<file path="config.mk">
export PLATFORM = sky130hd
export DESIGN_NAME = lsfr_draw_ctrl_flat
export DESIGN_NICKNAME = d
export VERILOG_FILES = /design/src/rtl/lsfr_draw_ctrl_pkg.sv /design/src/rtl/lsfr_draw_ctrl_if.sv /design/src/rtl/lsfr_draw_ctrl_rr_arbiter.sv /design/src/rtl/lsfr_draw_ctrl.sv /design/src/flat_wrapper.sv
export SDC_FILE = /design/constraint.sdc
export NUM_CORES = 1
export LEC_CHECK = 0
export BUFFER_PORTS_ARGS = -buffer_cell sky130_fd_sc_hd__buf_2
export CORE_MARGIN = 3
export CORE_UTILIZATION = 43
export CTS_CLUSTER_SIZE = 25
export DETAILED_ROUTE_END_ITERATION = 6
export MAX_ROUTING_LAYER = met4
export PLACE_DENSITY_LB_ADDON = 0.15
export SETUP_SLACK_MARGIN = 0.3
export SYNTH_ARGS = -nofsm -noshare
export SYNTH_HDL_FRONTEND = slang
export SYNTH_SLANG_ARGS = --single-unit
</file>
<file path="constraint.sdc">
create_clock -name clock -period 1.1 [get_ports clock]
set_input_delay 0.22 -clock clock [delete_from_list [all_inputs] [get_ports clock]]
set_output_delay 0.22 -clock clock [all_outputs]
set_load 0.03 [all_outputs]
</file>
<file path="src/rtl/lsfr_draw_ctrl_pkg.sv">
// Shared types and constants for the LFSR draw controller slice.
// Holds the random word width, the draw FSM state type and an index-width helper.
package lsfr_ctrl_pkg;

  localparam int unsigned RND_W = 13;

  typedef enum logic [2:0] {
    IDLE,
    PULSE,
    WAIT,
    CHECK,
    DONE
  } draw_state_t;

  // Index width for a set of n items, never narrower than one bit.
  function automatic int unsigned owner_w(input int unsigned n);
    return (n > 1) ? $clog2(n) : 1;
  endfunction

endpackage

</file>
<file path="src/rtl/lsfr_draw_ctrl_if.sv">
// Requester/LFSR-side signal bundle for lsfr_draw_ctrl.
// master = the controller, slave = requesters plus the lsfr instance.
interface lsfr_draw_ctrl_if
  import lsfr_ctrl_pkg::*;
#(
  parameter int unsigned N_REQ = 4
);

  localparam int unsigned OW = owner_w(N_REQ);

  logic [N_REQ-1:0] req;
  logic [N_REQ-1:0] gnt;
  logic             rnd_valid;
  logic [RND_W-1:0] rnd_out;
  logic [OW-1:0]    rnd_owner;
  logic             err;
  logic             change;
  logic [RND_W-1:0] rnd;

  modport master (
    input  req,
    input  rnd,
    output gnt,
    output rnd_valid,
    output rnd_out,
    output rnd_owner,
    output err,
    output change
  );

  modport slave (
    output req,
    output rnd,
    input  gnt,
    input  rnd_valid,
    input  rnd_out,
    input  rnd_owner,
    input  err,
    input  change
  );

endinterface

</file>
<file path="src/rtl/lsfr_draw_ctrl_rr_arbiter.sv">
// Combinational round-robin picker: the search starts one past the last winner
// and wraps, so the previous owner has the lowest priority.
module rr_arbiter
  import lsfr_ctrl_pkg::*;
#(
  parameter  int unsigned N = 4,
  localparam int unsigned W = owner_w(N)
) (
  input  logic [N-1:0] req,
  input  logic [W-1:0] last,
  output logic         valid,
  output logic [W-1:0] winner
);

  int unsigned w_idx;

  always_comb begin
    valid  = 1'b0;
    winner = '0;
    w_idx  = 0;
    for (int unsigned i = 1; i <= N; i++) begin
      w_idx = int'(last) + i;
      if (w_idx >= N) w_idx = w_idx - N;
      if (!valid && req[w_idx]) begin
        valid  = 1'b1;
        winner = w_idx[W-1:0];
      end
    end
  end

endmodule

</file>
<file path="src/rtl/lsfr_draw_ctrl.sv">
// Shares one lsfr source among N_REQ requesters: round-robin arbitration, a
// change pulse per attempt, settle delay, rejection sampling and tagged result.
module lsfr_draw_ctrl
  import lsfr_ctrl_pkg::*;
#(
  parameter int unsigned N_REQ     = 4,
  parameter int unsigned SETTLE    = 1,
  parameter int unsigned LIMIT     = 8192,
  parameter int unsigned MAX_RETRY = 3
) (
  input logic               clock,
  input logic               reset,
  lsfr_draw_ctrl_if.master  bus
);

  localparam int unsigned   OW  = owner_w(N_REQ);
  localparam int unsigned   CW  = owner_w(SETTLE + 1);
  localparam int unsigned   RW  = owner_w(MAX_RETRY + 1);
  localparam logic [RND_W:0] LIM = LIMIT[RND_W:0];

  draw_state_t      r_state;
  logic [OW-1:0]    r_owner;
  logic [OW-1:0]    r_ptr;
  logic [CW-1:0]    r_cnt;
  logic [RW-1:0]    r_retry;
  logic [N_REQ-1:0] r_gnt;
  logic             r_valid;
  logic [RND_W-1:0] r_rnd_out;
  logic [OW-1:0]    r_owner_out;
  logic             r_err;
  logic             r_change;

  logic             w_req_any;
  logic [OW-1:0]    w_win;
  logic             w_accept;
  logic [N_REQ-1:0] w_onehot;

  rr_arbiter #(
    .N (N_REQ)
  ) u_arb (
    .req    (bus.req),
    .last   (r_ptr),
    .valid  (w_req_any),
    .winner (w_win)
  );

  always_comb begin
    w_accept = ({1'b0, bus.rnd} < LIM);
    w_onehot = '0;
    w_onehot[r_owner] = 1'b1;
  end

  // Result registers load on the CHECK->DONE edge so they are valid in DONE
  // and then hold until the next DONE.
  always_ff @(posedge clock) begin
    if (reset) begin
      r_state     <= IDLE;
      r_owner     <= '0;
      r_ptr       <= OW'(N_REQ - 1);
      r_cnt       <= '0;
      r_retry     <= '0;
      r_gnt       <= '0;
      r_valid     <= 1'b0;
      r_rnd_out   <= '0;
      r_owner_out <= '0;
      r_err       <= 1'b0;
      r_change    <= 1'b0;
    end else begin
      r_change <= 1'b0;
      r_valid  <= 1'b0;
      r_gnt    <= '0;
      case (r_state)
        IDLE: begin
          if (w_req_any) begin
            r_owner  <= w_win;
            r_retry  <= '0;
            r_change <= 1'b1;
            r_state  <= PULSE;
          end
        end
        PULSE: begin
          r_cnt   <= CW'(SETTLE);
          r_state <= WAIT;
        end
        WAIT: begin
          r_cnt <= r_cnt - 1'b1;
          if (r_cnt == CW'(1)) r_state <= CHECK;
        end
        CHECK: begin
          if (w_accept) begin
            r_rnd_out   <= bus.rnd;
            r_err       <= 1'b0;
            r_valid     <= 1'b1;
            r_gnt       <= w_onehot;
            r_owner_out <= r_owner;
            r_state     <= DONE;
          end else if (r_retry < RW'(MAX_RETRY)) begin
            r_retry  <= r_retry + 1'b1;
            r_change <= 1'b1;
            r_state  <= PULSE;
          end else begin
            r_rnd_out   <= '0;
            r_err       <= 1'b1;
            r_valid     <= 1'b1;
            r_gnt       <= w_onehot;
            r_owner_out <= r_owner;
            r_state     <= DONE;
          end
        end
        DONE: begin
          r_ptr   <= r_owner;
          r_state <= IDLE;
        end
        default: r_state <= IDLE;
      endcase
    end
  end

  assign bus.gnt       = r_gnt;
  assign bus.rnd_valid = r_valid;
  assign bus.rnd_out   = r_rnd_out;
  assign bus.rnd_owner = r_owner_out;
  assign bus.err       = r_err;
  assign bus.change    = r_change;

endmodule

</file>
<file path="src/flat_wrapper.sv">
// flat-port wrapper written by rule: the top's interface ports become plain ports
module lsfr_draw_ctrl_flat import lsfr_ctrl_pkg::*;
#(
  parameter int unsigned N_REQ     = 4,
  parameter int unsigned SETTLE    = 1,
  parameter int unsigned LIMIT     = 8192,
  parameter int unsigned MAX_RETRY = 3
)
  (clock, reset, bus_req, bus_rnd, bus_gnt, bus_rnd_valid, bus_rnd_out, bus_rnd_owner, bus_err, bus_change);
  lsfr_draw_ctrl_if #(.N_REQ(N_REQ)) bus_i ();
  input logic clock;
  input logic reset;
  input wire logic [$bits(bus_i.req)-1:0] bus_req;
  input wire logic [$bits(bus_i.rnd)-1:0] bus_rnd;
  output wire logic [$bits(bus_i.gnt)-1:0] bus_gnt;
  output wire logic [$bits(bus_i.rnd_valid)-1:0] bus_rnd_valid;
  output wire logic [$bits(bus_i.rnd_out)-1:0] bus_rnd_out;
  output wire logic [$bits(bus_i.rnd_owner)-1:0] bus_rnd_owner;
  output wire logic [$bits(bus_i.err)-1:0] bus_err;
  output wire logic [$bits(bus_i.change)-1:0] bus_change;
  assign bus_i.req = bus_req;
  assign bus_i.rnd = bus_rnd;
  assign bus_gnt = bus_i.gnt;
  assign bus_rnd_valid = bus_i.rnd_valid;
  assign bus_rnd_out = bus_i.rnd_out;
  assign bus_rnd_owner = bus_i.rnd_owner;
  assign bus_err = bus_i.err;
  assign bus_change = bus_i.change;
  lsfr_draw_ctrl #(.N_REQ(N_REQ), .SETTLE(SETTLE), .LIMIT(LIMIT), .MAX_RETRY(MAX_RETRY)) u_core (.clock(clock), .reset(reset), .bus(bus_i));
endmodule
</file>
; Word-level counts from Yosys, hierarchy flattened
; Cells that the tools add are included.
[op_classes]
order_cmp = 10
add_sub_neg = 9
n_mux = 28
n_eq_ne = 6
bitwise_logic = 2
reduce_logical = 13
[ops]
columns = op, count
row1 = $lt A32 B3 Y1 const B, 4
row2 = $mux W32, 4
row3 = $ge A32 B3 Y1 const B, 1
row4 = $sub A32 B3 Y32 const B, 1
row5 = $pmux W3 S4, 1
row6 = $mux W1, 11
row7 = $bmux W1 S2, 4
row8 = $mux W2, 4
row9 = $sub A3 B3 Y4 const B, 2
row10 = $add A2 B2 Y3 const B, 2
row11 = $eq A3 B2 Y1 const B, 2
row12 = $ge A3 B3 Y1 const B, 2
row13 = $mux W3, 2
row14 = $sub A4 B3 Y5 const B, 1
row15 = $add A2 B3 Y4 const B, 1
row16 = $ge A4 B3 Y1 const B, 1
row17 = $logic_and A1 B1 Y1, 4
row18 = $reduce_and A2 Y1, 2
row19 = $reduce_or A2 Y1, 2
row20 = $add A2 B1 Y3 const B, 1
row21 = $eq A3 B1 Y1 const B, 1
row22 = $eq A3 B3 Y1 const B, 1
row23 = $logic_not A1 Y1, 3
row24 = $logic_not A3 Y1, 1
row25 = other kinds (9), 10
[word_totals]
elab_cells = 77
regBits = 29
input_bits = 19
out_inout_bits = 22

; Depth between registers and ports, before layout
; Gate-level depths: netlist (run 1).
[depth]
ltp_word = 17
mapped_depth = 7
ltp_nobuf = 4

; By module
; A second synthesis (run 1) with hierarchy kept.
[unflattened]
cells_unflattened = 130
hier_area_um2 = 1169.9
[modules_own_cells]
columns = mod, n_inst, seq_area_each_um2, cells_each, area_per_inst_um2
row1 = lsfr_draw_ctrl, 1, 580.6, 116, 1078.5
row2 = rr_arbiter, 1, 0.0, 14, 91.3

; Least setup slack after synthesis (run 1)
; Ideal clock, no wire load.
[synth_path]
kind = reg2reg
start = register u_core.r_state[0]
end = register u_core.r_owner[0]
setup_ns = 0.132
path_stages_with_launch = 5
path_slack_ns = -0.117
period_less_slack_ns = 1.217
path_buffers = 1
required_time_ns = 0.968
arrival_ns = 1.085
cell_sequence = dfxtp_1 buf_6 or3_4 nor4_1 nor3_1
[synth_via]
elab_chain_len = 2
[synth_rtl]
columns = element, line
row1 = from (decl), lsfr_draw_ctrl.sv:21  ; draw_state_t r_state;
row2 = from (signal assigned), lsfr_draw_ctrl.sv:57  ; r_state <= IDLE;
row3 = from (signal assigned), lsfr_draw_ctrl.sv:78  ; r_state <= PULSE;
row4 = from (signal assigned), lsfr_draw_ctrl.sv:83  ; r_state <= WAIT;
row5 = $logic_not A3 Y1, lsfr_draw_ctrl.sv:72  ; case (r_state)
row6 = $reduce_and A2 Y1 (no line), n/a
row7 = to (signal assigned), lsfr_draw_ctrl.sv:75  ; r_owner <= w_win;
row8 = to (decl), lsfr_draw_ctrl.sv:22  ; logic [OW-1:0] r_owner;
; Every way passes these cells.
; A chain may end at the register's enable or synchronous reset.

; Final worst setup path (run 1)
[layout_path]
start = register u_core.r_state[1]
end = register u_core.r_owner[1]
; Same word-level chain as after synthesis.

==> run_summary.xml, run 1 <==
<?xml version="1.0" encoding="UTF-8"?>
<metrics>
  <group name="sta">
    <metric name="setup_ws" unit="ps">-45.8</metric>
    <metric name="timing.fmax" unit="MHz">873</metric>
    <metric name="totalNegativeSetupSlack" unit="ps">-367</metric>
    <metric name="hold_viol" unit="">0</metric>
    <metric name="setup_viol_count_final" unit="">15</metric>
    <metric name="clock-skew-final" unit="ps">16.2</metric>
    <metric name="layout_worst_path_cycle_share" unit="%">104</metric>
    <metric name="min_period" unit="ps">1150</metric>
    <metric name="drv_slew" unit="">0</metric>
    <metric name="fin_hold_ws" unit="ps">112</metric>
    <metric name="rsz0062_at_grt" unit="">true</metric>
  </group>
  <group name="grt">
    <metric name="grt_antenna_before_repair" unit="">0</metric>
    <metric name="grt_max_degree" unit="">17</metric>
    <metric name="first_global_vias" unit="">1067</metric>
    <metric name="global_route.usage.total" unit="%">18.4</metric>
    <metric name="globalRouteOverflowTotal" unit="">0</metric>
    <metric name="grt_first_pass_wirelength" unit="µm">4510</metric>
  </group>
  <group name="placement">
    <metric name="gp_routability_congestion" unit="">0.802</metric>
    <metric name="io_buffer_count" unit="">39</metric>
    <metric name="post-dp-hpwl" unit="µm">1710</metric>
    <metric name="detailedPlace.worstSlack" unit="ps">-87.3</metric>
  </group>
  <group name="critical_path">
    <metric name="worst_path_arrival_time" unit="ps">1400</metric>
    <metric name="cp-end-kind" unit="">flop</metric>
    <metric name="critPathMaxFanout" unit="">5</metric>
    <metric name="path_class" unit="">reg2reg</metric>
    <metric name="cp.required" unit="ps">1360</metric>
    <metric name="timing.critical_path.from_type" unit="">flop</metric>
  </group>
  <group name="power_and_ir_drop">
    <metric name="total_power" unit="mW">2.96</metric>
    <metric name="worst_ir_drop_vdd" unit="V">0.00118</metric>
    <metric name="power_per_cell_area" unit="nW/µm²">1600</metric>
    <metric name="p_leak" unit="nW">0.779</metric>
  </group>
  <group name="drt">
    <metric name="first_iter_violations" unit="">40</metric>
    <metric name="drt-total-wl" unit="µm">3040</metric>
    <metric name="num_vias" unit="">1133</metric>
    <metric name="avgRoutedWirePerCell" unit="µm">13.6</metric>
    <metric name="ant_nets" unit="">0</metric>
    <metric name="drt_pass_1_iters" unit="">4</metric>
    <metric name="drt_drc_violations_left" unit="">0</metric>
    <metric name="drt-vias-per-instance" unit="">5.08</metric>
  </group>
  <group name="run">
    <metric name="maxCapViolations" unit="">0</metric>
  </group>
  <group name="synthesis">
    <metric name="yosys_warnings" unit="">0</metric>
    <metric name="synth_enable_flop_cells" unit="">0</metric>
    <metric name="synth-seq-cells" unit="">29</metric>
    <metric name="ys_seq_area_share" unit="%">50.9</metric>
    <metric name="synthCells" unit="">133</metric>
    <metric name="post_synthesis_cell_type_count" unit="">30</metric>
    <metric name="mappedNetlistNets" unit="">152</metric>
    <metric name="post_synth.cell_area_avg" unit="µm²">8.57</metric>
    <metric name="synth-async-reset-ratio" unit="%">0</metric>
    <metric name="post_synth_instance_area" unit="µm²">1140</metric>
    <metric name="yosys_most_used_dff" unit="">sky130_fd_sc_hd__dfxtp_1</metric>
  </group>
  <group name="final_layout">
    <metric name="layout_stage_area_growth_over_the_synthesis_result" unit="%">62.5</metric>
    <metric name="layout_common_cells" unit="">sky130_fd_sc_hd__nand2_1 (28), sky130_fd_sc_hd__buf_6 (25), sky130_fd_sc_hd__dfxtp_2 (23)</metric>
    <metric name="diodes" unit="">0</metric>
    <metric name="final_layout_size_suffix_gt1_share" unit="%">61.1</metric>
    <metric name="finish.net_count" unit="">211</metric>
    <metric name="mostFrequentLayoutCell" unit="">sky130_fd_sc_hd__nand2_1</metric>
  </group>
  <group name="cts">
    <metric name="clk_root_buffer_cell" unit="">sky130_fd_sc_hd__clkbuf_4</metric>
    <metric name="tritoncts_clock_tree" unit="">done</metric>
    <metric name="htreeDepth" unit="">2</metric>
    <metric name="number_of_cts_inserted_buffers" unit="">5</metric>
    <metric name="cts_sinks" unit="">29</metric>
    <metric name="clk_latency" unit="ps">330</metric>
    <metric name="clock_pin_slew_on_the_worst_setup_and_hold_paths" unit="ps">100</metric>
    <metric name="clock_tree.buffer_depth" unit="">2</metric>
  </group>
  <group name="run_status">
    <metric name="violations" unit="">setup timing</metric>
    <metric name="run_status" unit="">finished, violations left</metric>
  </group>
  <group name="floorplan">
    <metric name="num_io_pins" unit="">41</metric>
    <metric name="coreArea" unit="µm²">2500</metric>
    <metric name="height_of_the_die" unit="µm">57.5</metric>
    <metric name="fp.dieW" unit="µm">57.5</metric>
    <metric name="start_util" unit="%">45.6</metric>
    <metric name="overall_die_area" unit="µm²">3300</metric>
    <metric name="core.rowCount" unit="">18</metric>
  </group>
  <group name="hold_path">
    <metric name="worstHoldPathType" unit="">in2reg</metric>
  </group>
</metrics>
==> cell type report <==
type                            count  area [µm²]
Clock buffer                        7        65.1
Clock inverter                      1        5.00
Fill cell                         193         648
Multi-Input combinational cell     95         624
Sequential cell                    29         613
Tap cell                           30        37.5
Timing Repair Buffer               61         507
==> critical path: stages, from the launching register on <==
cell and delay, ps:
sky130_fd_sc_hd__dfxtp_4 370, sky130_fd_sc_hd__or3_4 390, sky130_fd_sc_hd__nor2_4 110, sky130_fd_sc_hd__o2111ai_1 130, sky130_fd_sc_hd__o21ai_1 90
==> Yosys cell counts (2+ instances only) <==
cell type / instances / area share (%)
sky130_fd_sc_hd__a211o_1: 2 / 1.5
sky130_fd_sc_hd__buf_2: 2 / 0.88
sky130_fd_sc_hd__and3_1: 3 / 1.6
sky130_fd_sc_hd__nand2b_1: 5 / 2.7
sky130_fd_sc_hd__dfxtp_1: 29 / 51
sky130_fd_sc_hd__buf_4: 2 / 1.3
sky130_fd_sc_hd__nor4_1: 2 / 1.1
sky130_fd_sc_hd__nand2_1: 32 / 11
sky130_fd_sc_hd__nor3_1: 4 / 1.8
sky130_fd_sc_hd__buf_6: 3 / 3.0
sky130_fd_sc_hd__nor2_1: 10 / 3.3
sky130_fd_sc_hd__a21oi_1: 19 / 8.3
sky130_fd_sc_hd__clkbuf_1: 3 / 0.99
==> through the flow <==
| stage | instances | area [µm²] | utilization, % |
|---|---|---|---|
| 3_5_place_dp | 202 | 1400 | 56.0 |
| 2_1_floorplan | 133 | 1180 | - |
| 4_1_cts | 214 | 1710 | 68.3 |
| 5_1_grt | 223 | 1850 | 74.1 |
| 6_report | 223 | 1850 | 74.1 |
| 3_3_place_gp | 202 | 1400 | 56.0 |
==> metal layers <==
metal	global-route usage, %	vias to the layer above	routed length (µm)
met5	-	-	0
met4	7.28	0	63
met3	6.33	5	195
met2	31.1	40	1660
met1	19.6	531	1120
li1	-	557	-
==> power breakdown <==
part           total, mW  leakage, nW  internal (mW)  switching, mW
registers           1.26        0.247           1.17         0.0941
logic              0.963        0.490          0.465          0.498
clock network      0.730       0.0413          0.370          0.360
total               2.96        0.779           2.00          0.953
==> flip-flops by register name (all words and copies together), names as in the netlist <==
signal	count
u_core.bus.rnd_out	13
u_core.bus.gnt	4
u_core.r_state	3
u_core.bus.rnd_owner	2
u_core.r_owner	2
u_core.r_ptr	2
u_core.bus.change	1
u_core.bus.rnd_valid	1
u_core.r_cnt	1
==> cell families (layout without fill, tap and decap cells) <==
kind of cell	count (synthesis)	after routing	synth area share, %
XOR/XNOR	1	1	0.769
AO/OA/AOI/OAI	25	25	12.4
AND/OR/NAND/NOR	67	68	29.4
flip-flops	29	29	50.9
buffers and inverters	10	69	6.15
other	1	1	0.329
==> what timing repair did <==
item | CTS | global route
gates cloned | 1 | 1
hold buffers | 0 | 0
pin swaps | 5 | 4
setup endpoints to repair | 49 | 50
gates resized for setup | 76 | 19
buffers inserted | 3 | 8
==> path summary, 6_finish.rpt <==
path	from	endpoint	slack (ps)	depth (start not counted)
min	bus_rnd[4]	u_core.bus.rnd_out[4]$_SDFFE_PP0P_	110	3
max	u_core.r_state[1]$_SDFFE_PP0P_	u_core.r_owner[1]$_SDFFE_PP0P_	-50	4
min reg2reg	u_core.bus.rnd_out[7]$_SDFFE_PP0P_	u_core.bus.rnd_out[7]$_SDFFE_PP0P_	470	2
max reg2reg	u_core.r_state[1]$_SDFFE_PP0P_	u_core.r_owner[1]$_SDFFE_PP0P_	-50	4
No activity file was read; power rests on OpenSTA's default activity.
==> run 2: changes to the inputs <==
CORE_UTILIZATION = 45   (was 43)
CTS_BUF_LIST = sky130_fd_sc_hd__clkbuf_2   (was default)
CTS_CLUSTER_DIAMETER = 40   (was default)
TNS_END_PERCENT = 20   (was default)
==> run 2 against run 1 <==
Net effect: the flow still finishes with violations (setup timing); worst hold slack worse by 21 ps; sequential power about the same; via count down 6.2%; critical endpoint unchanged; critical path type unchanged.
==> run_summary.xml, run 2 (synthesis gave the netlist of run 1 again) <==
<?xml version="1.0" encoding="UTF-8"?>
<metrics>
  <group name="drt">
    <metric name="drt-vias-per-instance" unit="">5.11</metric>
    <metric name="avgRoutedWirePerCell" unit="µm">13.8</metric>
    <metric name="drt-total-wl" unit="µm">2880</metric>
    <metric name="ant_nets" unit="">0</metric>
    <metric name="drt_pass_1_iters" unit="">4</metric>
    <metric name="first_iter_violations" unit="">15</metric>
    <metric name="num_vias" unit="">1063</metric>
    <metric name="drt_drc_violations_left" unit="">0</metric>
  </group>
  <group name="cts">
    <metric name="clk_root_buffer_cell" unit="">sky130_fd_sc_hd__clkbuf_2</metric>
    <metric name="post-cts-setup-buffers" unit="">0</metric>
    <metric name="cts_sinks" unit="">29</metric>
    <metric name="clk_latency" unit="ps">350</metric>
    <metric name="cts.hold.buffers_added" unit="">0</metric>
    <metric name="clock_pin_slew_on_the_worst_setup_and_hold_paths" unit="ps">170</metric>
    <metric name="number_of_cts_inserted_buffers" unit="">5</metric>
    <metric name="tritoncts_clock_tree" unit="">done</metric>
    <metric name="clock_tree.buffer_depth" unit="">2</metric>
    <metric name="htreeDepth" unit="">2</metric>
  </group>
  <group name="power_and_ir_drop">
    <metric name="power_per_cell_area" unit="nW/µm²">1500</metric>
    <metric name="seqPwrFrac" unit="%">50.3</metric>
    <metric name="p_leak" unit="nW">0.712</metric>
    <metric name="total_switching_power" unit="mW">0.867</metric>
    <metric name="p_clk_share" unit="%">20.3</metric>
    <metric name="worst_ir_drop_vdd" unit="V">0.00105</metric>
    <metric name="power.share.combinational" unit="%">29.4</metric>
    <metric name="power.share.switching" unit="%">33.9</metric>
    <metric name="internal_power" unit="mW">1.69</metric>
  </group>
  <group name="floorplan">
    <metric name="start_util" unit="%">49.6</metric>
    <metric name="num_io_pins" unit="">41</metric>
    <metric name="core.rowCount" unit="">17</metric>
    <metric name="overall_die_area" unit="µm²">3170</metric>
    <metric name="height_of_the_die" unit="µm">56.3</metric>
    <metric name="coreArea" unit="µm²">2300</metric>
    <metric name="fp.dieW" unit="µm">56.3</metric>
  </group>
  <group name="critical_path">
    <metric name="r2r_cells" unit="">4</metric>
    <metric name="cp.required" unit="ps">1380</metric>
    <metric name="path_class" unit="">reg2reg</metric>
    <metric name="cp-end-kind" unit="">flop</metric>
    <metric name="timing.critical_path.from_type" unit="">flop</metric>
    <metric name="worst_path_arrival_time" unit="ps">1460</metric>
    <metric name="critPathMaxFanout" unit="">4</metric>
  </group>
  <group name="sta">
    <metric name="layout_worst_path_cycle_share" unit="%">108</metric>
    <metric name="rsz0062_at_grt" unit="">true</metric>
    <metric name="min_period" unit="ps">1190</metric>
    <metric name="totalNegativeSetupSlack" unit="ps">-491</metric>
    <metric name="fin_hold_ws" unit="ps">91.0</metric>
    <metric name="timing.fmax" unit="MHz">842</metric>
    <metric name="clock-skew-final" unit="ps">26.0</metric>
    <metric name="setup_viol_count_final" unit="">14</metric>
    <metric name="setup_ws" unit="ps">-87.1</metric>
    <metric name="drv_slew" unit="">0</metric>
    <metric name="hold_viol" unit="">0</metric>
  </group>
  <group name="final_layout">
    <metric name="final_layout_size_suffix_gt1_share" unit="%">56.1</metric>
    <metric name="layoutNonFillerInstCount" unit="">208</metric>
    <metric name="layout_common_cells" unit="">sky130_fd_sc_hd__nand2_1 (26), sky130_fd_sc_hd__buf_6 (21), sky130_fd_sc_hd__dfxtp_2 (19)</metric>
    <metric name="finish.net_count" unit="">198</metric>
    <metric name="diodes" unit="">0</metric>
    <metric name="mostFrequentLayoutCell" unit="">sky130_fd_sc_hd__nand2_1</metric>
    <metric name="layout_stage_area_growth_over_the_synthesis_result" unit="%">49.4</metric>
    <metric name="largest_register_ffs" unit="">13</metric>
  </group>
  <group name="run_status">
    <metric name="run_status" unit="">finished, violations left</metric>
    <metric name="violations" unit="">setup timing</metric>
  </group>
  <group name="grt">
    <metric name="grt_antenna_before_repair" unit="">0</metric>
    <metric name="first_global_vias" unit="">1047</metric>
    <metric name="grt_max_degree" unit="">16</metric>
    <metric name="global_route.usage.total" unit="%">18.6</metric>
    <metric name="globalRouteOverflowTotal" unit="">0</metric>
    <metric name="grt_first_pass_wirelength" unit="µm">4510</metric>
  </group>
  <group name="placement">
    <metric name="detailedPlace.worstSlack" unit="ps">-65.8</metric>
    <metric name="numPlacedInstances" unit="">199</metric>
    <metric name="io_buffer_count" unit="">39</metric>
    <metric name="gp_routability_congestion" unit="">0.829</metric>
    <metric name="post-dp-hpwl" unit="µm">1880</metric>
  </group>
  <group name="hold_path">
    <metric name="min_delay_path_depth" unit="">3</metric>
    <metric name="worstHoldPathType" unit="">in2reg</metric>
  </group>
  <group name="run">
    <metric name="maxCapViolations" unit="">0</metric>
  </group>
</metrics>
[run 2: changes by cell type in the layout (fill, tap and decap cells not counted), sizes merged]
cell    delta
clkinv     +1
or2        -1
buf       -13
[run 2: worst paths after layout]
kind / startpoint / end / slack, ps
setup reg to reg: u_core.r_state[0]$_SDFFE_PP0P_ / u_core.r_owner[1]$_SDFFE_PP0P_ / -90
hold / removal: bus_rnd[12] / u_core.bus.rnd_out[12]$_SDFFE_PP0P_ / 90
setup / recovery: u_core.r_state[0]$_SDFFE_PP0P_ / u_core.r_owner[1]$_SDFFE_PP0P_ / -90
hold reg to reg: u_core.bus.rnd_out[9]$_SDFFE_PP0P_ / u_core.bus.rnd_out[9]$_SDFFE_PP0P_ / 470
[run 2: repair_timing]
| item | 4_1_cts | 5_1_grt |
|---|---|---|
| gates resized for setup | 61 | 26 |
| setup endpoints to repair | 49 | 49 |
| pin swaps | 1 | 10 |
| gates cloned | 0 | 1 |
[run 2: stage by stage]
| stage | power [mW] | cell area [µm²] | utilization, % |
|---|---|---|---|
| after global placement | 1.88 | 1410 | 61.2 |
| after CTS | 2.50 | 1600 | 69.5 |
| after global routing | 2.70 | 1700 | 74.1 |
| after detailed placement | 1.91 | 1410 | 61.2 |
| final | 2.55 | 1700 | 74.1 |
| after floorplan | 1.74 | 1160 | - |
[run 2: routing by layer]
layer / vias to the layer above / global-route usage [%] / wire length, µm
li1: 533 / - / -
met5: - / - / 0
met3: 4 / 5.75 / 176
met1: 486 / 18.8 / 1160
met4: 0 / 6.10 / 32
met2: 40 / 33.9 / 1510
[run 2: power groups by stage]
| stage | combinational (mW) | sequential (mW) | clock (mW) |
|---|---|---|---|
| final | 0.751 | 1.28 | 0.520 |
| after detailed placement | 0.632 | 1.28 | 0 |
| after floorplan | 0.408 | 1.33 | 0 |
| after global routing | 0.814 | 1.30 | 0.580 |
| after CTS | 0.689 | 1.28 | 0.533 |
| after global placement | 0.609 | 1.27 | 0 |
[run 2: cell type report]
type | instances | area, µm²
well taps | 28 | 35.0
clock buffers | 6 | 30.0
flip-flops and latches | 29 | 623
clock inverters | 2 | 10.0
multi-input cells | 94 | 561
repair buffers | 49 | 444
fillers | 157 | 594
[run 2: critical path, cell delays in order, from the launching register on]
cell,delay [ps]
sky130_fd_sc_hd__dfxtp_2,380
sky130_fd_sc_hd__or3_4,410
sky130_fd_sc_hd__nor2_4,110
sky130_fd_sc_hd__o2111ai_1,120
sky130_fd_sc_hd__o21ai_0,90
==> run 3: changes to the inputs <==
CORE_UTILIZATION = 50   (was 45)
clock period = 1.2 ns   (was 1.1 ns; I/O delays follow)
==> run 3 against run 2 <==
Net effect: the run now ends clean; sequential share of layout area fell by 0.97 points; sequential power fell by 8%; non-clock buffer count rose by 2; flip-flop and latch count unchanged; die area down 9.0%; count of clock-buffer cells in the layout rose by 2; wire length is 0.35% lower.
==> run_summary.xml, run 3 (synthesis gave the netlist of run 1 again) <==
<?xml version="1.0" encoding="UTF-8"?>
<metrics>
  <group name="grt">
    <metric name="grt_first_pass_wirelength" unit="µm">3840</metric>
    <metric name="grt_max_degree" unit="">17</metric>
    <metric name="grt_antenna_before_repair" unit="">0</metric>
    <metric name="first_global_vias" unit="">931</metric>
    <metric name="global_route.usage.total" unit="%">19.7</metric>
    <metric name="globalRouteOverflowTotal" unit="">0</metric>
  </group>
  <group name="critical_path">
    <metric name="buffers_and_inverters_on_the_worst_path" unit="">0</metric>
    <metric name="critPathMaxFanout" unit="">4</metric>
    <metric name="cpMaxStageDelayCell" unit="">sky130_fd_sc_hd__or3_4</metric>
    <metric name="worst_path_arrival_time" unit="ps">1450</metric>
    <metric name="reg2reg_slack" unit="ps">40</metric>
    <metric name="path_class" unit="">reg2reg</metric>
    <metric name="timing.critical_path.from_type" unit="">flop</metric>
    <metric name="critical-path-max-stage-delay" unit="ps">410</metric>
    <metric name="cp-end-kind" unit="">flop</metric>
    <metric name="cp.required" unit="ps">1490</metric>
    <metric name="cell_chain_critical_path" unit="">or3_4, nor2_4, nor2_1, nor3_2</metric>
    <metric name="crit_family" unit="">simple AND/OR/NAND/NOR gates</metric>
  </group>
  <group name="placement">
    <metric name="numPlacedInstances" unit="">195</metric>
    <metric name="post-dp-hpwl" unit="µm">1680</metric>
    <metric name="io_buffer_count" unit="">39</metric>
    <metric name="gp_routability_congestion" unit="">0.774</metric>
  </group>
  <group name="cts">
    <metric name="clk_latency" unit="ps">350</metric>
    <metric name="clock_tree.buffer_depth" unit="">2</metric>
    <metric name="clock_pin_slew_on_the_worst_setup_and_hold_paths" unit="ps">130</metric>
    <metric name="clk_root_buffer_cell" unit="">sky130_fd_sc_hd__clkbuf_2</metric>
    <metric name="number_of_cts_inserted_buffers" unit="">5</metric>
    <metric name="cts_sinks" unit="">29</metric>
    <metric name="tritoncts_clock_tree" unit="">done</metric>
    <metric name="cts.hold.buffers_added" unit="">0</metric>
    <metric name="htreeDepth" unit="">2</metric>
  </group>
  <group name="sta">
    <metric name="setup_viol_count_final" unit="">0</metric>
    <metric name="rsz0062_at_grt" unit="">true</metric>
    <metric name="drv_slew" unit="">0</metric>
    <metric name="min_period" unit="ps">1160</metric>
    <metric name="clock-skew-final" unit="ps">5.88</metric>
    <metric name="layout_worst_path_cycle_share" unit="%">97.1</metric>
    <metric name="timing.fmax" unit="MHz">858</metric>
    <metric name="hold_viol" unit="">0</metric>
  </group>
  <group name="run_status">
    <metric name="run_status" unit="">completed</metric>
  </group>
  <group name="final_layout">
    <metric name="layout_common_cells" unit="">sky130_fd_sc_hd__buf_6 (26), sky130_fd_sc_hd__dfxtp_2 (21), sky130_fd_sc_hd__nand2_1 (20)</metric>
    <metric name="diodes" unit="">0</metric>
    <metric name="finish.net_count" unit="">200</metric>
    <metric name="final_layout_size_suffix_gt1_share" unit="%">62.6</metric>
    <metric name="mostFrequentLayoutCell" unit="">sky130_fd_sc_hd__buf_6</metric>
    <metric name="layout_stage_area_growth_over_the_synthesis_result" unit="%">52.2</metric>
    <metric name="layoutNonFillerInstCount" unit="">209</metric>
    <metric name="largest_register_ffs" unit="">13</metric>
  </group>
  <group name="floorplan">
    <metric name="core.rowCount" unit="">16</metric>
    <metric name="fp.dieW" unit="µm">53.7</metric>
    <metric name="num_io_pins" unit="">41</metric>
    <metric name="overall_die_area" unit="µm²">2890</metric>
    <metric name="start_util" unit="%">55.3</metric>
    <metric name="coreArea" unit="µm²">2060</metric>
    <metric name="height_of_the_die" unit="µm">53.7</metric>
  </group>
  <group name="power_and_ir_drop">
    <metric name="p_leak" unit="nW">0.717</metric>
    <metric name="power.share.combinational" unit="%">33.5</metric>
    <metric name="total_switching_power" unit="mW">0.837</metric>
    <metric name="p_clk_share" unit="%">19.4</metric>
    <metric name="power_per_cell_area" unit="nW/µm²">1440</metric>
    <metric name="total_power" unit="mW">2.50</metric>
    <metric name="internal_power" unit="mW">1.66</metric>
    <metric name="worst_ir_drop_vdd" unit="V">0.00111</metric>
    <metric name="power.share.switching" unit="%">33.5</metric>
    <metric name="seqPwrFrac" unit="%">47.1</metric>
  </group>
  <group name="run">
    <metric name="maxCapViolations" unit="">0</metric>
  </group>
  <group name="drt">
    <metric name="drt_pass_1_iters" unit="">4</metric>
    <metric name="drt_drc_violations_left" unit="">0</metric>
    <metric name="ant_nets" unit="">0</metric>
    <metric name="drt-met1-wl" unit="µm">1140</metric>
    <metric name="avgRoutedWirePerCell" unit="µm">13.7</metric>
    <metric name="num_vias" unit="">1087</metric>
    <metric name="routed.top_layer" unit="">met4</metric>
    <metric name="detailroute.wirelength.met2" unit="µm">1520</metric>
    <metric name="first_iter_violations" unit="">15</metric>
    <metric name="met3_wirelength" unit="µm">160</metric>
    <metric name="drt-total-wl" unit="µm">2870</metric>
    <metric name="drt-vias-per-instance" unit="">5.20</metric>
  </group>
  <group name="hold_path">
    <metric name="worstHoldPathType" unit="">in2reg</metric>
  </group>
</metrics>
==> run 3: power by group through the flow <==
stage	combinational (mW)	sequential [mW]	clock, mW
after global placement	0.506	1.17	0
after detailed placement	0.516	1.18	0
after floorplan	0.374	1.22	0
final	0.836	1.18	0.483
after global routing	0.894	1.19	0.533
after CTS	0.574	1.15	0.496
==> run 3: metrics by stage <==
step	hold WS, ps	utilization (%)	area [µm²]	setup WS (ps)	TNS [ps]
2_1_floorplan	376	-	1160	25.6	0
3_3_place_gp	440	65.8	1360	9.96	0
3_5_place_dp	448	65.8	1360	-55.0	-306
4_1_cts	90.7	70.1	1450	46.7	0
5_1_grt	97.4	84.2	1740	-31.1	-54.4
6_report	111	84.2	1740	35.1	0
==> run 3: area by class of cell <==
class                      count  area [µm²]
clock buffer                   8        40.0
multi-input combinational     94         596
fill                         115         327
sequential                    29         618
tap                           27        33.8
timing repair buffer          51         448
==> run 3: worst paths after layout <==
path,start,to,depth (start not counted)
hold / removal,bus_rnd[12],u_core.bus.rnd_out[12]$_SDFFE_PP0P_,3
setup / recovery,u_core.r_state[0]$_SDFFE_PP0P_,u_core.r_owner[0]$_SDFFE_PP0P_,4
hold reg to reg,u_core.bus.rnd_out[12]$_SDFFE_PP0P_,u_core.bus.rnd_out[12]$_SDFFE_PP0P_,2
setup reg to reg,u_core.r_state[0]$_SDFFE_PP0P_,u_core.r_owner[0]$_SDFFE_PP0P_,4
==> run 3: timing repair <==
item | in CTS | in global routing
gates resized for setup | 14 | 97
buffers inserted | 2 | 4
pin swaps | 0 | 29
endpoints found under the setup margin | 46 | 49
==> run 3: tightest hold or removal path, cell delays in order <==
cell and delay, ps:
sky130_fd_sc_hd__buf_2 100, sky130_fd_sc_hd__nand2_1 40, sky130_fd_sc_hd__a21oi_1 50
==> run 3: metal layers <==
layer	global-route usage, %	vias to the layer above
met1	20.0	509
met4	9.36	0
li1	-	538
met3	8.31	8
met5	-	-
met2	32.5	32
